$ cat src/rtl/req_ack_pkg.sv
// Shared types and helpers for the req/ack round-robin scheduler.
// Contents: FSM state enum, round-robin pick result struct,
//           rr_pick (first request at or above the pointer, wrapping) and onehot.
// Helpers are sized for the largest supported requester count (16);
// callers cast their own narrower vectors in and out.
package req_ack_pkg;

    localparam int unsigned MAX_REQ  = 16;
    localparam int unsigned MAX_ID_W = 4;

    typedef enum logic [1:0] {
        IDLE  = 2'd0,
        ACK   = 2'd1,
        OWN   = 2'd2,
        DRAIN = 2'd3
    } sched_state_e;

    typedef struct packed {
        logic                found;
        logic [MAX_ID_W-1:0] id;
    } rr_pick_t;

    // Lowest set request at index >= ptr; if none, lowest set request below ptr.
    function automatic rr_pick_t rr_pick(input logic [MAX_REQ-1:0]  req,
                                         input logic [MAX_ID_W-1:0] ptr);
        rr_pick_t hi;
        rr_pick_t lo;
        hi = '0;
        lo = '0;
        // Descending scan so the last hit written is the lowest index.
        for (int i = MAX_REQ - 1; i >= 0; i--) begin
            if (req[i]) begin
                if (MAX_ID_W'(i) >= ptr) begin
                    hi.found = 1'b1;
                    hi.id    = MAX_ID_W'(i);
                end else begin
                    lo.found = 1'b1;
                    lo.id    = MAX_ID_W'(i);
                end
            end
        end
        return hi.found ? hi : lo;
    endfunction

    function automatic logic [MAX_REQ-1:0] onehot(input logic [MAX_ID_W-1:0] id);
        return MAX_REQ'(1) << id;
    endfunction

endpackage

$ cat src/rtl/rr_arbiter.sv
// Combinational round-robin pick over the live request vector.
// Ports:
//   req_i     requester levels
//   ptr_i     round-robin start index (highest priority this round)
//   found_o   at least one request is set
//   win_oh_o  one-hot winner (zero when found_o=0)
//   win_id_o  winner index
// All outputs are combinational; the scheduler registers them.
module rr_arbiter
    import req_ack_pkg::*;
#(
    parameter int unsigned N_REQ = 4,
    parameter int unsigned ID_W  = $clog2(N_REQ)
) (
    input  logic [N_REQ-1:0] req_i,
    input  logic [ID_W-1:0]  ptr_i,
    output logic             found_o,
    output logic [N_REQ-1:0] win_oh_o,
    output logic [ID_W-1:0]  win_id_o
);

    rr_pick_t pick;

    always_comb begin
        pick     = rr_pick(MAX_REQ'(req_i), MAX_ID_W'(ptr_i));
        found_o  = pick.found;
        win_id_o = ID_W'(pick.id);
        win_oh_o = pick.found ? N_REQ'(onehot(pick.id)) : '0;
    end

endmodule

$ cat src/rtl/req_ack_sched.sv
// Round-robin req/ack/grant scheduler for one shared bus resource.
// Ports:
//   clk_i, rst_i      clock; synchronous active-high reset
//   req_i             level request per requester
//   done_i            release pulse, honoured only from the current owner
//   interrupt_i       level abort; cancels any ack/grant in flight
//   ack_o             one-hot single-cycle acknowledge of the winner
//   gnt_o             one-hot grant level
//   gnt_id_o          owner index, meaningful while busy_o=1
//   busy_o            high while an ack or grant is outstanding
//   abort_o           pulse when an ack/grant is cancelled by interrupt
//   timeout_o         pulse when the owner's tenure reaches HOLD_MAX
module req_ack_sched
    import req_ack_pkg::*;
#(
    parameter  int unsigned N_REQ    = 4,
    parameter  int unsigned HOLD_MAX = 8,
    localparam int unsigned CNT_W    = $clog2(HOLD_MAX + 1),
    localparam int unsigned ID_W     = $clog2(N_REQ)
) (
    input  logic             clk_i,
    input  logic             rst_i,
    input  logic [N_REQ-1:0] req_i,
    input  logic [N_REQ-1:0] done_i,
    input  logic             interrupt_i,
    output logic [N_REQ-1:0] ack_o,
    output logic [N_REQ-1:0] gnt_o,
    output logic [ID_W-1:0]  gnt_id_o,
    output logic             busy_o,
    output logic             abort_o,
    output logic             timeout_o
);

    sched_state_e     state_q, state_d;
    logic [N_REQ-1:0] ack_q, ack_d;
    logic [N_REQ-1:0] gnt_q, gnt_d;
    logic [ID_W-1:0]  id_q, id_d;
    logic [ID_W-1:0]  ptr_q, ptr_d;
    logic [CNT_W-1:0] cnt_q, cnt_d;
    logic             busy_q, busy_d;
    logic             abort_q, abort_d;
    logic             timeout_q, timeout_d;

    logic             arb_found;
    logic [N_REQ-1:0] arb_oh;
    logic [ID_W-1:0]  arb_id;
    logic             owner_rel_c;
    logic             tenure_full_c;
    logic [ID_W-1:0]  rel_ptr_c;

    rr_arbiter #(
        .N_REQ (N_REQ),
        .ID_W  (ID_W)
    ) u_arb (
        .req_i    (req_i),
        .ptr_i    (ptr_q),
        .found_o  (arb_found),
        .win_oh_o (arb_oh),
        .win_id_o (arb_id)
    );

    // Owner release: explicit done, or the owner dropping its request.
    assign owner_rel_c   = done_i[id_q] | ~req_i[id_q];
    assign tenure_full_c = (cnt_q == CNT_W'(HOLD_MAX));
    // Priority moves just past the departing owner.
    assign rel_ptr_c     = (id_q == ID_W'(N_REQ - 1)) ? '0 : id_q + ID_W'(1);

    // Next-state and registered-output decode.
    always_comb begin
        state_d   = state_q;
        ack_d     = '0;
        gnt_d     = gnt_q;
        id_d      = id_q;
        ptr_d     = ptr_q;
        cnt_d     = cnt_q;
        busy_d    = busy_q;
        abort_d   = 1'b0;
        timeout_d = 1'b0;

        case (state_q)
            IDLE: begin
                if (!interrupt_i && arb_found) begin
                    state_d = ACK;
                    ack_d   = arb_oh;
                    gnt_d   = arb_oh;
                    id_d    = arb_id;
                    busy_d  = 1'b1;
                    cnt_d   = CNT_W'(1);
                end
            end
            ACK, OWN: begin
                if (interrupt_i) begin
                    state_d = DRAIN;
                    gnt_d   = '0;
                    busy_d  = 1'b0;
                    abort_d = 1'b1;
                    ptr_d   = rel_ptr_c;
                end else if (owner_rel_c) begin
                    state_d = IDLE;
                    gnt_d   = '0;
                    busy_d  = 1'b0;
                    ptr_d   = rel_ptr_c;
                end else if (state_q == OWN && tenure_full_c) begin
                    state_d   = IDLE;
                    gnt_d     = '0;
                    busy_d    = 1'b0;
                    timeout_d = 1'b1;
                    ptr_d     = rel_ptr_c;
                end else begin
                    state_d = OWN;
                    if (!tenure_full_c) begin
                        cnt_d = cnt_q + CNT_W'(1);
                    end
                end
            end
            DRAIN: begin
                if (!interrupt_i) begin
                    state_d = IDLE;
                end
            end
            default: begin
                state_d = IDLE;
                gnt_d   = '0;
                busy_d  = 1'b0;
            end
        endcase
    end

    // State and output registers.
    always_ff @(posedge clk_i) begin
        if (rst_i) begin
            state_q   <= IDLE;
            ack_q     <= '0;
            gnt_q     <= '0;
            id_q      <= '0;
            ptr_q     <= '0;
            cnt_q     <= '0;
            busy_q    <= 1'b0;
            abort_q   <= 1'b0;
            timeout_q <= 1'b0;
        end else begin
            state_q   <= state_d;
            ack_q     <= ack_d;
            gnt_q     <= gnt_d;
            id_q      <= id_d;
            ptr_q     <= ptr_d;
            cnt_q     <= cnt_d;
            busy_q    <= busy_d;
            abort_q   <= abort_d;
            timeout_q <= timeout_d;
        end
    end

    assign ack_o     = ack_q;
    assign gnt_o     = gnt_q;
    assign gnt_id_o  = id_q;
    assign busy_o    = busy_q;
    assign abort_o   = abort_q;
    assign timeout_o = timeout_q;

endmodule

$ cat config.mk
export PLATFORM = sky130hd
export DESIGN_NAME = req_ack_sched
export DESIGN_NICKNAME = d
export VERILOG_FILES = /design/src/rtl/req_ack_pkg.sv /design/src/rtl/rr_arbiter.sv /design/src/rtl/req_ack_sched.sv
export SDC_FILE = /design/constraint.sdc
export NUM_CORES = 1
export LEC_CHECK = 0
export BUFFER_PORTS_ARGS = -buffer_cell sky130_fd_sc_hd__buf_2
export CAP_MARGIN = 20
export CORE_UTILIZATION = 45
export CTS_CLUSTER_DIAMETER = 60
export DETAILED_ROUTE_END_ITERATION = 12
export GPL_ROUTABILITY_DRIVEN = 0
export PLACE_DENSITY = 0.67
export SYNTH_ARGS = -nofsm -noshare
export SYNTH_HDL_FRONTEND = slang
export SYNTH_SLANG_ARGS = --single-unit
export TNS_END_PERCENT = 1
$ cat constraint.sdc
create_clock -name clk_i -period 3 [get_ports clk_i]
set_input_delay 0.75 -clock clk_i [delete_from_list [all_inputs] [get_ports clk_i]]
set_output_delay 0.75 -clock clk_i [all_outputs]
set_load 0.01 [all_outputs]
==> summary.md <==
| Metric | Value |
|---|---|
| WP buf/inv | `1` |
| WL per Instance | `~13 um` |
| CP Launch Type | `register` |
| Mapped cell area | `1210 sq um` |
| Finished layout cell area | `around 1300 sq um` |
| Worst setup margin | `about 0.9 ns` |
| Initial antenna violation count | `0` |
| Layout cells sized above 1 | `20.0%` |
| Fmax | `0.482 GHz` |
| Total power | `just over 0.6 mW` |
| Core Box Area | `2520 sq um` |
| Clock share of power | `22.0%` |
| Mux cell area share after synthesis | `around 7.0%` |
| R2r setup slk | `~0.92 ns` |
| Die X | `approximately 54 um` |
| Register area | `about 420 sq um` |
| Final Cycle Share | `between 60% and 70%` |
| Cell internal pwr | `0.419 mW` |
| Syn_area_per_cell | `8.68 sq um` |
| GR Overflow Total | `0` |
| Sw Ratio | `~33%` |
| # diodes | `0` |
| Status | `finished, final reports clean` |
| Slew @ Worst Pin | `approximately 0.56 ns` |
| Synth Area in Compound Gates | `between 10% and 20%` |
| Worst Path Required | `between 3 and 4 ns` |
| Post-CTS sizing | `0` |
| Async S/R FF share, synth | `0%` |
| Fin nets | `approximately 180` |
| Ys flop type | `dfxtp_1` |
| Post-Synth Adder-Cell Area | `slightly above 7%` |
| Port bufs | `23` |
| Peak supply drop | `~0.28 mV` |
| PwrDens | `between 400 and 500 nW/um^2` |
| Post-DRT Antenna Nets | `0` |
| Clock transition at path regs | `between 0.1 and 0.15 ns` |
| YS warnings | `0` |
| Synth top cells by count | `dfxtp_1 (21), nor2_1 (16), a21oi_1 (8), inv_1 (8), nor2b_1 (8)` |
| Number of global-route vias before repair | `about 930` |
| Critical Path AT | `between 2 and 2.5 ns` |
| Initial Utilization | `48.2%` |
| Sequential-to-total area share from yosys stat | `~35%` |
| # IOs | `24` |
| Crit. End Element | `register` |
| Tmin final | `approximately 2.1 ns` |
| H-tree depth | `1` |
| Gate power share | `a little over a quarter` |
| Top Family by Delay on Critical Path | `simple AND/OR/NAND/NOR gates` |
| Die height | `between 50 and 60 um` |
| Total negative setup slack | `0 ns` |
| DRC errors left | `0` |
| Clock Sinks | `21` |
| Worst Hold Class | `register to register` |
| First-pass GRT wire length | `around 4000 um` |
| Yosys top cell area share | `around a third` |
| Syn_nets | `158` |
| Multi-input gate area | `a little over 700 sq um` |
| Clock Path Buffers | `2` |
| Clk_lat worst skew | `slightly above 0.3 ns` |
| Cell Chain, Critical Path | `inv_1, ha_1, nor2b_1, a21o_1, o211ai_1, or3_1, a21oi_1` |
| First-pass DRT Iterations | `4` |
| Area growth syn-to-layout | `10.5%` |
| Via Count | `approximately 1.1k` |
| GRT Resource Usage Total | `about 19%` |
| Synth Area in XOR/XNOR | `less than 1%` |
| Worst slack, placed | `between 0.7 and 0.8 ns` |
| Die area | `2910 sq um` |
| Fillers | `245` |
| RSZ-0062 raised after global routing | `false` |
| CTS tree | `built` |
| Slowest stage cell on the critical path | `ha_1` |
| Largest stage delay, worst path | `between 0.4 and 0.5 ns` |
| Critical path peak fanout | `9` |
| Hold Buf Count CTS | `0` |
| Max-slew violations | `0` |
| Count leader, synth | `dfxtp_1` |
| Max-cap viol count | `0` |
| Mapped Cells | `140` |
| WL final | `~2500 um` |
| Setup CP Type | `register to register` |
| Seq pwr share | `around half` |
| Psw | `slightly above 0.2 mW` |
| Vias/cell | `5.60` |
| TritonCTS Buffers | `3` |
| Simple-Gate Fraction of Synth Area | `24.6%` |
| Slew margin rel. | `approximately 62%` |
| Final core utilization | `between 50% and 60%` |
| Final clock skew | `roughly 0.0060 ns` |
| Placed inst area | `~1300 sq um` |
| Final Hold Vio Count | `0` |
| Pin count of the biggest net entering global routing | `17` |
| Post-synth EDFFs | `0` |
| Clk root buf | `clkbuf_4` |
| Largest family of logic cells by synthesized area | `simple AND/OR/NAND/NOR gates` |
| Largest cells by area after synthesis | `dfxtp_1 (35%), ha_1 (7.2%), nor2_1 (4.9%)` |
| HPWL after DPL | `1950 um` |
| Post-synth top area cell | `dfxtp_1` |
| Setup Buffers After CTS | `0` |
| Count of different cell masters after synthesis | `39` |
| Yosys reg bits | `21` |
| Final setup viols | `0` |
| DR iter-0 viols | `17` |
| Cell row count | `18` |
| Pleak | `~0.59 nW` |
[flip-flops by register name (all words and copies together), names as in the netlist]
register / flops
state_q: 2
gnt_id_o: 2
timeout_o: 1
gnt_o: 4
busy_o: 1
abort_o: 1
ack_o: 4
cnt_q: 4
ptr_q: 2
[power by group through the flow]
stage,clock network (mW),registers (mW),logic (mW)
after floorplan,0,0.324,0.124
final,0.137,0.318,0.169
after detailed placement,0,0.324,0.167
after global placement,0,0.323,0.163
after CTS,0.144,0.318,0.168
after global routing,0.153,0.321,0.191
[kinds of logic (layout without fill, tap and decap cells)]
kind of cell / count (synthesis) / in the layout
simple gates: 56 / 56
compound gates: 34 / 34
flops: 21 / 21
buf+inv: 15 / 35
fa+ha+maj: 7 / 7
mux: 6 / 6
xor+xnor: 1 / 1
[per-stage QoR]
step	hold WS, ns	std cells
floorplan	0.472	140
global placement	0.442	186
detailed placement	0.441	186
CTS	0.469	190
global route	0.482	190
finish	0.460	190
[layer usage]
metal / vias to the layer above / wire length (um) / GRT usage [%]
li1: 539 / - / -
met1: 490 / 1230 / 25.3
met2: 30 / 1100 / 31.1
met3: 5 / 116 / 3.67
met4: 0 / 48 / 7.89
met5: - / 0 / 0
[placed cells by master (no fill, tap or decap), types with 2 or more instances in the layout]
cell,count
mux4_2,2
o211ai_1,2
o21ai_0,4
ha_1,7
nor2b_1,8
a21oi_1,8
inv_1,8
o2bb2ai_1,2
or4_1,2
o21a_1,3
nor3_1,7
clkbuf_4,3
dfxtp_1,21
nor4_1,3
nand2b_1,6
mux2i_1,4
a21o_1,2
o21ai_1,4
and2_1,2
nand2_1,6
nor2_1,16
buf_2,23
[final timing paths]
check              from  endpoint  cells after the start
max          state_q[1]  cnt_q[3]                      7
min            gnt_o[2]  gnt_o[2]                      1
max reg2reg  state_q[1]  cnt_q[3]                      7
min reg2reg    gnt_o[2]  gnt_o[2]                      1
[final cells by class]
| cell class | instances | area share, % |
|---|---|---|
| clock inverter | 1 | 0.373 |
| inverter | 8 | 2.24 |
| sequential | 21 | 31.3 |
| clock buffer | 3 | 1.68 |
| timing repair buffer | 23 | 8.57 |
| tap | 30 | 2.80 |
| multi-input combinational | 104 | 53.0 |
Note: power is estimated with default switching activity, not from simulation.
